## config.mk

```make
export PLATFORM = sky130hd
export DESIGN_NAME = imem_if_resp
export DESIGN_NICKNAME = d
export VERILOG_FILES = /design/src/rtl/imem_if_resp_pkg.sv /design/src/rtl/imem_if_resp.sv
export SDC_FILE = /design/constraint.sdc
export NUM_CORES = 1
export LEC_CHECK = 0
export CAP_MARGIN = 20
export CORE_MARGIN = 5
export CORE_UTILIZATION = 48
export CTS_BUF_LIST = sky130_fd_sc_hd__clkbuf_2 sky130_fd_sc_hd__clkbuf_4 sky130_fd_sc_hd__clkbuf_8
export DETAILED_ROUTE_END_ITERATION = 10
export PLACE_DENSITY = 0.88
export SYNTH_ARGS = -nofsm -noshare
export SYNTH_HDL_FRONTEND = slang
export SYNTH_SLANG_ARGS = --single-unit
```

## constraint.sdc

```tcl
create_clock -name clk -period 6.2 [get_ports clk]
set_input_delay 0.62 -clock clk [delete_from_list [all_inputs] [get_ports clk]]
set_output_delay 0.62 -clock clk [all_outputs]
set_load 0.02 [all_outputs]
```

## src/rtl/imem_if_resp_pkg.sv

```systemverilog
// Shared IF <-> IMEM definitions: data width, NOP encoding, port structs and
// the responder state encoding.
package imem_if_resp_pkg;

  localparam int unsigned XLEN = 32;

  // addi x0, x0, 0
  localparam logic [XLEN-1:0] INSTR_NOP = 32'h0000_0013;

  typedef struct packed {
    logic [XLEN-1:0] addr;
    logic            req;
  } type_if2mem_s;

  typedef struct packed {
    logic            ack;
    logic [XLEN-1:0] r_data;
  } type_mem2if_s;

  typedef enum logic [1:0] {
    IDLE,
    BUSY,
    DONE
  } type_imem_resp_state_e;

endpackage

```

## src/rtl/imem_if_resp.sv

```systemverilog
// Instruction-memory responder: turns per-cycle fetch address requests into
// synchronous SRAM reads, inserts WAIT_STATES stall cycles, restarts on fetch
// redirects while stalled and answers out-of-range fetches with a faulting NOP.
module imem_if_resp
  import imem_if_resp_pkg::*;
#(
  parameter logic [XLEN-1:0] IMEM_BASE   = 32'h8000_0000,
  parameter int unsigned     IMEM_DEPTH  = 4096,
  parameter int unsigned     WAIT_STATES = 0,
  localparam int unsigned    AW          = $clog2(IMEM_DEPTH)
) (
  input  logic          clk,
  input  logic          rst_n,
  input  type_if2mem_s  if2mem_i,
  output type_mem2if_s  mem2if_o,
  output logic          sram_rd_o,
  output logic [AW-1:0] sram_addr_o,
  input  logic [XLEN-1:0] sram_rdata_i,
  output logic          fault_o
);

  localparam logic [XLEN-1:0] IMEM_BYTES = XLEN'(IMEM_DEPTH) << 2;
  localparam logic [3:0]      WS_LOAD    = 4'(WAIT_STATES);
  localparam type_imem_resp_state_e FIRST_STATE = (WAIT_STATES > 0) ? BUSY : DONE;

  type_imem_resp_state_e state_q, state_d;
  logic [XLEN-1:0] pend_addr_q, pend_addr_d;
  logic            pend_oor_q, pend_oor_d;
  logic [3:0]      cnt_q, cnt_d;
  logic [XLEN-1:0] data_buf_q, data_buf_d;
  logic            fresh_q, fresh_d;
  logic [AW-1:0]   sram_addr_q, sram_addr_d;

  logic [XLEN-1:0] offset;
  logic            in_range;
  logic [AW-1:0]   word_idx;
  logic            kill;
  logic            accept;

  // Address decode, redirect detection and accept qualification.
  always_comb begin
    offset   = if2mem_i.addr - IMEM_BASE;
    in_range = offset < IMEM_BYTES;
    word_idx = offset[AW+1:2];
    kill     = (state_q == BUSY) && (if2mem_i.addr != pend_addr_q);
    // Gated by rst_n so the read strobe is already quiet while reset is held.
    accept   = rst_n && if2mem_i.req && ((state_q != BUSY) || kill);
  end

  // Next-state and pending-access bookkeeping.
  always_comb begin
    state_d     = state_q;
    pend_addr_d = pend_addr_q;
    pend_oor_d  = pend_oor_q;
    cnt_d       = cnt_q;
    data_buf_d  = data_buf_q;
    fresh_d     = accept;
    sram_addr_d = sram_addr_q;

    // SRAM data for the latest accept is valid exactly one cycle later.
    if ((state_q == BUSY) && fresh_q) begin
      data_buf_d = sram_rdata_i;
    end

    unique case (state_q)
      IDLE: begin
        if (accept) state_d = FIRST_STATE;
      end
      BUSY: begin
        if (accept) begin
          state_d = BUSY;
        end else begin
          cnt_d = cnt_q - 4'd1;
          if (cnt_q <= 4'd1) state_d = DONE;
        end
      end
      DONE: begin
        if (accept) state_d = FIRST_STATE;
        else        state_d = IDLE;
      end
      default: state_d = IDLE;
    endcase

    if (accept) begin
      pend_addr_d = if2mem_i.addr;
      pend_oor_d  = ~in_range;
      cnt_d       = WS_LOAD;
      if (in_range) sram_addr_d = word_idx;
    end
  end

  // Output decode: SRAM strobe/address and the fetch response.
  always_comb begin
    sram_rd_o       = accept && in_range;
    sram_addr_o     = sram_rd_o ? word_idx : sram_addr_q;
    mem2if_o.ack    = (state_q == DONE);
    mem2if_o.r_data = INSTR_NOP;
    fault_o         = (state_q == DONE) && pend_oor_q;
    if ((state_q == DONE) && !pend_oor_q) begin
      mem2if_o.r_data = (WAIT_STATES == 0) ? sram_rdata_i : data_buf_q;
    end
  end

  // State and pending-access registers.
  always_ff @(posedge clk or negedge rst_n) begin
    if (!rst_n) begin
      state_q     <= IDLE;
      pend_addr_q <= '0;
      pend_oor_q  <= 1'b0;
      cnt_q       <= '0;
      data_buf_q  <= '0;
      fresh_q     <= 1'b0;
      sram_addr_q <= '0;
    end else begin
      state_q     <= state_d;
      pend_addr_q <= pend_addr_d;
      pend_oor_q  <= pend_oor_d;
      cnt_q       <= cnt_d;
      data_buf_q  <= data_buf_d;
      fresh_q     <= fresh_d;
      sram_addr_q <= sram_addr_d;
    end
  end

endmodule

```

Yosys cells after proc, flatten, opt, wreduce, memory -nomap -nowiden
Index checks and enable logic that the tools add are counted.
{"block": "op_classes", "shifts": 0, "mul": 0, "muxes": 9, "n_eq_ne": 6, "n_div": 0, "n_addsub": 2, "bitwise_logic": 1, "reduce_logical": 12, "n_lt_le_gt_ge": 2}
{"cell": "$lt A32 B15 Y1 const B", "n": 1}
{"cell": "$mux W32", "n": 1}
{"cell": "$ne A32 B32 Y1", "n": 1}
{"cell": "$sub A32 B32 Y32 const B", "n": 1}
{"cell": "$mux W12", "n": 1}
{"cell": "$mux W2", "n": 4}
{"cell": "$mux W4", "n": 2}
{"cell": "$logic_and A1 B1 Y1", "n": 6}
{"cell": "$pmux W2 S3", "n": 1}
{"cell": "$le A4 B1 Y1 const B", "n": 1}
{"cell": "$reduce_and A2 Y1", "n": 2}
{"cell": "$sub A4 B1 Y4 const B", "n": 1}
{"cell": "$ne A3 B2 Y1 const B", "n": 1}
{"cell": "$eq A2 B1 Y1 const B", "n": 1}
{"cell": "$eq A2 B2 Y1 const B", "n": 1}
{"cell": "$logic_not A2 Y1", "n": 1}
{"cell": "$ne A2 B1 Y1 const B", "n": 1}
{"cell": "$ne A2 B2 Y1 const B", "n": 1}
{"cell": "$reduce_bool A2 Y1", "n": 1}
{"cell": "$logic_not A1 Y1", "n": 1}
{"cell": "$logic_or A1 B1 Y1", "n": 1}
{"cell": "$not A1 Y1", "n": 1}
{"block": "word_totals", "memories": 0, "reg_bits": 51, "in_bits": 67, "output_inout_bits": 47, "latch_bits": 0, "wordCells": 37, "ramBits": 0, "mem_bits_ro": 0}

Longest topological paths before layout
Gate-level depths: netlist of run 1.
{"block": "logic_depth", "word_depth": 6, "mapped_depth": 7, "ltp_nobuf": 6}

Least setup slack after synthesis of run 1
OpenSTA, ideal clock, no wires.
{"block": "synth_timing", "kind": "input port to output port", "start": "input if2mem_i[12] (netlist name)", "end": "output sram_addr_o[10]", "path_slack_ns": 3.245, "t_arrival_ns": 2.335, "n_path_buf": 1, "t_required_ns": 5.580, "path_stages": 6, "cell_sequence": "xor2_1 or4_4 nor4_4 a311o_1 buf_6 mux2_4"}
{"block": "synth_via", "elab_chain_cells": 6}
{"item": "from (decl)", "line_no": "imem_if_resp.sv:14", "rtl": "input type_if2mem_s if2mem_i,"}
{"item": "parallel branches: the longest is 5 deep, another holds $sub A32 B32 Y32"}
{"item": "$mux W12 (*)", "line_no": "imem_if_resp.sv:95", "rtl": "sram_addr_o = sram_rd_o ? word_idx : sram_addr_q;"}
{"item": "to (decl)", "line_no": "imem_if_resp.sv:17", "rtl": "output logic [AW-1:0] sram_addr_o,"}
Mark *: on every way between the ends.

Worst setup path after layout of run 1
{"block": "layout_timing", "start": "input if2mem_i[7] (netlist name)", "end": "output sram_addr_o[11]"}
The elaborated chain is that of the path after synthesis.

==> results of run 1 <==
-- worst max path at each step --
stage / from / endpoint / slack [ps] / cells after the start
global placement: if2mem_i[7] / sram_addr_o[11] / 1660 / 7
global route: if2mem_i[7] / sram_addr_o[11] / 1460 / 7
floorplan: if2mem_i[12] / sram_addr_o[10] / 3250 / 6
finish: if2mem_i[7] / sram_addr_o[11] / 1600 / 7
CTS: if2mem_i[7] / sram_addr_o[11] / 1580 / 7
detailed placement: if2mem_i[7] / sram_addr_o[11] / 1600 / 7
-- cells by family after synthesis --
| kind of cell | count (synthesis) | share of synthesized area (%) |
|---|---|---|
| multiplexers | 44 | 20.6 |
| AO/OA/AOI/OAI | 7 | 2.27 |
| buffers and inverters | 11 | 2.58 |
| XOR/XNOR | 35 | 10.9 |
| adder cells (fa/ha/maj) | 2 | 0.891 |
| flip-flops | 51 | 45.4 |
| AND/OR/NAND/NOR | 77 | 17.3 |
-- placed cells by master, fill, tap and decap left out, types with 2 or more instances in the layout --
master / instances
clkdlybuf4s50_1: 112
clkinvlp_4: 2
xor2_1: 28
mux2_4: 22
and2_1: 30
nand2b_1: 4
o21a_1: 2
nor2_1: 6
buf_4: 3
mux2_2: 22
clkbuf_8: 5
nor3_1: 4
inv_1: 3
dfrtp_1: 51
nor4_1: 11
nand4_1: 2
nor2b_1: 3
nor4b_1: 2
ha_1: 2
nand2_1: 5
xnor2_1: 7
or4_1: 4
-- metrics by stage --
stage | area (µm²) | instances | power, mW | utilization (%)
after floorplan | 2810 | 227 | 0.478 | -
after global placement | 4000 | 407 | 0.550 | 71.4
after detailed placement | 4000 | 407 | 0.558 | 71.4
after CTS | 4090 | 415 | 0.748 | 72.9
after global routing | 4090 | 415 | 0.777 | 72.9
final | 4090 | 415 | 0.743 | 72.9
-- critical path, stage by stage --
cell and delay, ps:
clkdlybuf4s50_1 460, xor2_1 190, or4_1 550, nor3_1 340, a311o_1 840, mux2_2 430, clkdlybuf4s50_1 550
-- synth_stat cells, drive strengths merged --
cell type	count	share of area (%)
a211oi	1	0.27
a311o	1	0.36
a31oi	1	0.22
a41oi	1	0.31
and2	30	6.7
and3	1	0.22
buf	5	1.8
clkbuf	3	0.40
dfrtp	51	45
ha	2	0.89
inv	3	0.40
mux2	44	21
nand2	5	0.67
nand2b	4	0.89
nand4	2	0.45
nand4b	1	0.31
nand4bb	1	0.40
nor2	6	0.80
nor2b	3	0.67
nor3	4	0.71
nor4	12	3.2
nor4b	2	0.62
o21a	2	0.53
o32ai	1	0.58
or3	1	0.22
or4	5	1.5
xnor2	7	2.2
xor2	28	8.7
-- power by group through the flow --
| stage | logic, mW | clock network [mW] | registers (mW) |
|---|---|---|---|
| detailed placement | 0.165 | 0 | 0.393 |
| global route | 0.178 | 0.210 | 0.390 |
| global placement | 0.160 | 0 | 0.390 |
| finish | 0.165 | 0.192 | 0.387 |
| floorplan | 0.0905 | 0 | 0.387 |
| CTS | 0.166 | 0.196 | 0.387 |
-- state kept, by name, indices dropped and copies added (netlist names) --
signal / flops
pend_addr_q: 32
cnt_q: 4
pend_oor_q: 1
state_q: 2
sram_addr_q: 12
-- per-layer routing --
metal	vias up	share of wire, %
met1	1024	37
li1	1020	-
met4	0	1.3
met2	116	52
met5	-	0
met3	10	10
-- area by class of cell --
| type | count | share of cell area [%] |
|---|---|---|
| multi-input combinational | 165 | 36.1 |
| sequential | 51 | 31.2 |
| timing repair buffer | 116 | 28.1 |
| tap | 72 | 2.20 |
| clock buffer | 5 | 1.68 |
| clock inverter | 3 | 0.489 |
| inverter | 3 | 0.275 |
==> flow_summary.json, run 1 <==
{
  "outcome": "finished clean",
  "grt_usage_pct": 19.1,
  "wl_per_cell_um": 17.1,
  "p_int_mw": 0.539,
  "io_pins": 114,
  "cts_setup_buffers": 0,
  "ys_types": 32,
  "fillCellCount": 402,
  "hold_slack_ps": 411,
  "ant_nets": 0,
  "r2r_slack_ps": 3340,
  "grt_use_met3_pct": 5.61,
  "start_util_pct": 50.1,
  "finalCritPeriodShare_pct": 74.2,
  "nNetsFinal": 411,
  "syn_inst": 227,
  "seqPwrFrac_pct": 52.0,
  "drive_above_1_share_pct": 17.5,
  "port_buffers": 113,
  "ir_worst_vdd_mv": 0.145,
  "die_y_um": 86.5,
  "drt_first_pass_iters": 4,
  "r2r_end": "sram_addr_q[0]$_DFFE_PN0N_",
  "switching_share_pct": 27.5,
  "seqCellArea_mm2": 0.00128,
  "path_class": "in -> out",
  "grt_max_degree": 53,
  "totalWireLength_um": 7100,
  "rsz0062_at_grt": "no",
  "die_x_um": 86.5,
  "die_area_mm2": 0.00748,
  "fin_crit_ps": 4600,
  "max-slew-margin-rel_pct": 39.8,
  "fin_skew_ps": 8.07,
  "cellLeakagePower_nw": 1.71,
  "clock_latency_ps": 310,
  "setup_viol": 0,
  "area_growth_pct": 45.6,
  "critPathLaunchType": "input port",
  "grt_util_met2_pct": 35.6,
  "cts_buffer_depth": 2,
  "gp_congestion": 0.864,
  "clk_pin_slew_worst_paths_ps": 90,
  "cts.repair.resized": 0,
  "reg2reg_depth": 5,
  "switching_power_mw": 0.204,
  "pwr-share-clk_pct": 25.8,
  "drv_slew": 0,
  "avgSynthCellArea_um2": 12.4,
  "multi_input_area_mm2": 0.00148,
  "cp.required_ps": 5580,
  "grt-ovfl-total": 0,
  "cts.htree.levels": 2,
  "synth-seq-cells": 51,
  "pre_cts_ws_ps": 1600,
  "clock-sinks": 51,
  "synth_area_mm2": 0.00281,
  "met1_usage_pct": 20.8,
  "routed_via_density": 5.23,
  "top_usage_layer": "met2",
  "max_freq_mhz": 218,
  "critPathArrivalTime_ps": 3980,
  "hp-class": "in -> async",
  "tns_ps": 0,
  "yosysSeqAreaShare_pct": 45.4,
  "grt_pass1_wl_um": 11300,
  "pwr-share-comb_pct": 22.2,
  "numCtsBuffers": 5,
  "grt_pass1_vias": 2322,
  "hold_viol": 0,
  "drc": 0,
  "num_vias": 2170,
  "worst_slew_pin_slew_ps": 902,
  "core_mm2": 0.00561,
  "cts_tree": "done",
  "antenna_found_initial": 0,
  "syn_nets": 296,
  "drt_iter0_markers": 139,
  "ys_warn_count": 0,
  "num_rows": 27,
  "setup_ws_ps": 1600,
  "postCtsHoldBufs": 0,
  "r2r_start": "pend_addr_q[6]$_DFFE_PN0N_",
  "worstPathMaxFanout": 13,
  "power.density_mw_per_mm2": 182,
  "hpwlAfterDp_um": 5630,
  "cp-end-kind": "output port",
  "clockRootBuffer": "clkbuf_8",
  "drv_cap": 0,
  "antenna_cells": 0
}
Power figures use the tool's default switching activity.
==> run 2: changes to the inputs <==
Settings changed: CORE_UTILIZATION 48 to 40, PLACE_DENSITY 0.88 to 0.78.
Clock period 6.2 ns to 4.2 ns, I/O delays scaled along.
==> run 2 against run 1 <==
Worst setup slack worse by 1200 ps. Non-clock buffer count rose by 1. Clock power increased by 87%. Hold slack got worse by 140 ps. Sequential power increased by 47%. First-iteration DRC count rose by 13%. Combinational power increased by 47%. Sequential share of layout area shrank 0.50 points. Clock-buffer cell count rose by 1. Design area grew 1.6%. Critical path type unchanged. Critical endpoint is now sram_addr_o[1]. Largest power group unchanged.
==> flow_summary.json, run 2 (synthesis results as in run 1) <==
{
  "outcome": "finished clean",
  "grt_util_met2_pct": 29.0,
  "grt_pass1_wl_um": 11100,
  "numCtsBuffers": 5,
  "utilization_pct": 60.8,
  "rsz0062_at_grt": "no",
  "max_freq_mhz": 264,
  "io_pins": 114,
  "critPathLaunchType": "input port",
  "grt_usage_pct": 16.0,
  "cts_buffer_depth": 2,
  "layout_common_cells": "112 x clkdlybuf4s50_1, 51 x dfrtp_1, 30 x and2_1",
  "pre_cts_ws_ps": 412,
  "cts.htree.levels": 2,
  "clock_latency_ps": 310,
  "wl_per_cell_um": 15.9,
  "drive_above_1_share_pct": 17.7,
  "totalWireLength_um": 6990,
  "post_dp_cell_area_mm2": 0.00404,
  "hpwlAfterDp_um": 5490,
  "worst_slew_pin_slew_ps": 1020,
  "drv_cap": 0,
  "finalCritPeriodShare_pct": 90.2,
  "start_util_pct": 41.1,
  "hold_slack_ps": 271,
  "r2r_start": "pend_addr_q[6]$_DFFE_PN0N_",
  "cellLeakagePower_nw": 1.73,
  "hold_viol": 0,
  "postCtsHoldBufs": 0,
  "worstPathMaxFanout": 13,
  "core_mm2": 0.00683,
  "grt_pass1_vias": 2280,
  "cts_setup_buffers": 0,
  "grt-ovfl-total": 0,
  "ant_nets": 0,
  "max-slew-margin-rel_pct": 32.3,
  "cp_cell_sequence": "clkdlybuf4s50_1 -> xor2_1 -> or4_1 -> nor3_1 -> a311o_1 -> buf_4 -> mux2_2 -> clkdlybuf4s50_1",
  "nNetsFinal": 412,
  "fin_crit_ps": 3790,
  "power.density_mw_per_mm2": 281,
  "cp.required_ps": 3780,
  "fin_skew_ps": 6.36,
  "num_vias": 2139,
  "critPathArrivalTime_ps": 3370,
  "hp-class": "in -> async",
  "r2r_slack_ps": 1500,
  "grt_use_met3_pct": 5.05,
  "gp_congestion": 0.784,
  "critPathMaxStageDelay_ps": 550,
  "largest_register": "pend_addr_q",
  "antenna_found_initial": 0,
  "path_class": "in -> out",
  "die_area_mm2": 0.00880,
  "routed_via_density": 4.86,
  "cpMostUsedCell": "clkdlybuf4s50_1",
  "die_y_um": 93.8,
  "drt_first_pass_iters": 4,
  "port_buffers": 113,
  "area_growth_pct": 48.0,
  "clk_pin_slew_worst_paths_ps": 100,
  "grt_max_degree": 52,
  "drv_slew": 0,
  "largest_reg_flops": 32,
  "tns_ps": 0,
  "clock-sinks": 51,
  "cts_tree": "done",
  "cts.repair.resized": 0,
  "fin_area_mm2": 0.00416,
  "cp-end-kind": "output port",
  "setup_viol": 0,
  "die_x_um": 93.8,
  "drt_iter0_markers": 157,
  "drc": 0,
  "met1_usage_pct": 18.1,
  "final_common_cell": "clkdlybuf4s50_1",
  "reg2reg_depth": 6,
  "setup_ws_ps": 413,
  "largest_registers": "pend_addr_q: 32 flops, sram_addr_q: 12 flops, cnt_q: 4 flops",
  "top_usage_layer": "met2",
  "antenna_cells": 0,
  "crit_path_top_delay_cell": "clkdlybuf4s50_1",
  "r2r_end": "pend_addr_q[18]$_DFFE_PN0N_",
  "num_rows": 30,
  "clockRootBuffer": "clkbuf_8",
  "ir_worst_vdd_mv": 0.201
}
[run 2: routing by layer]
| layer | routed length, µm | part of all wire (%) |
|---|---|---|
| met2 | 3440 | 49 |
| met5 | 0 | 0 |
| met3 | 680 | 9.7 |
| met4 | 80 | 1.1 |
| met1 | 2780 | 40 |
[run 2: report_power, final]
part / internal (mW) / switching [mW] / leakage (nW)
clock: 0.193 / 0.165 / 0.0612
sequential: 0.537 / 0.0322 / 0.635
combinational: 0.143 / 0.0987 / 1.04
total: 0.873 / 0.296 / 1.73
[run 2: worst max path at each step]
| stage | end | cells past startpoint | from |
|---|---|---|---|
| 2_1_floorplan | sram_addr_o[10] | 6 | if2mem_i[12] |
| 3_3_place_gp | sram_addr_o[11] | 8 | if2mem_i[7] |
| 3_5_place_dp | sram_addr_o[1] | 8 | if2mem_i[7] |
| 4_1_cts | sram_addr_o[1] | 8 | if2mem_i[7] |
| 5_1_grt | sram_addr_o[1] | 8 | if2mem_i[7] |
| 6_report | sram_addr_o[1] | 8 | if2mem_i[7] |
[run 2: final cells by class]
class / count / area (µm²)
Inverter: 3 / 11.3
Clock inverter: 2 / 35.0
Fill cell: 573 / 2680
Tap cell: 96 / 120
Multi-Input combinational cell: 165 / 1480
Clock buffer: 6 / 82.6
Sequential cell: 51 / 1280
Timing Repair Buffer: 117 / 1160
[run 2: critical path, delay by kind of cell]
| family | cells | cell delay (ps) |
|---|---|---|
| muxes | 1 | 380 |
| and+or+nand+nor | 2 | 870 |
| AOI/OAI and AO/OA | 1 | 240 |
| xor gates and xnor gates | 1 | 180 |
| buffers and inverters | 3 | 1270 |
[run 2: through the flow]
stage / power [mW] / cells
floorplan: 0.705 / 227
global placement: 0.815 / 432
detailed placement: 0.821 / 432
CTS: 1.18 / 440
global route: 1.23 / 440
finish: 1.17 / 440
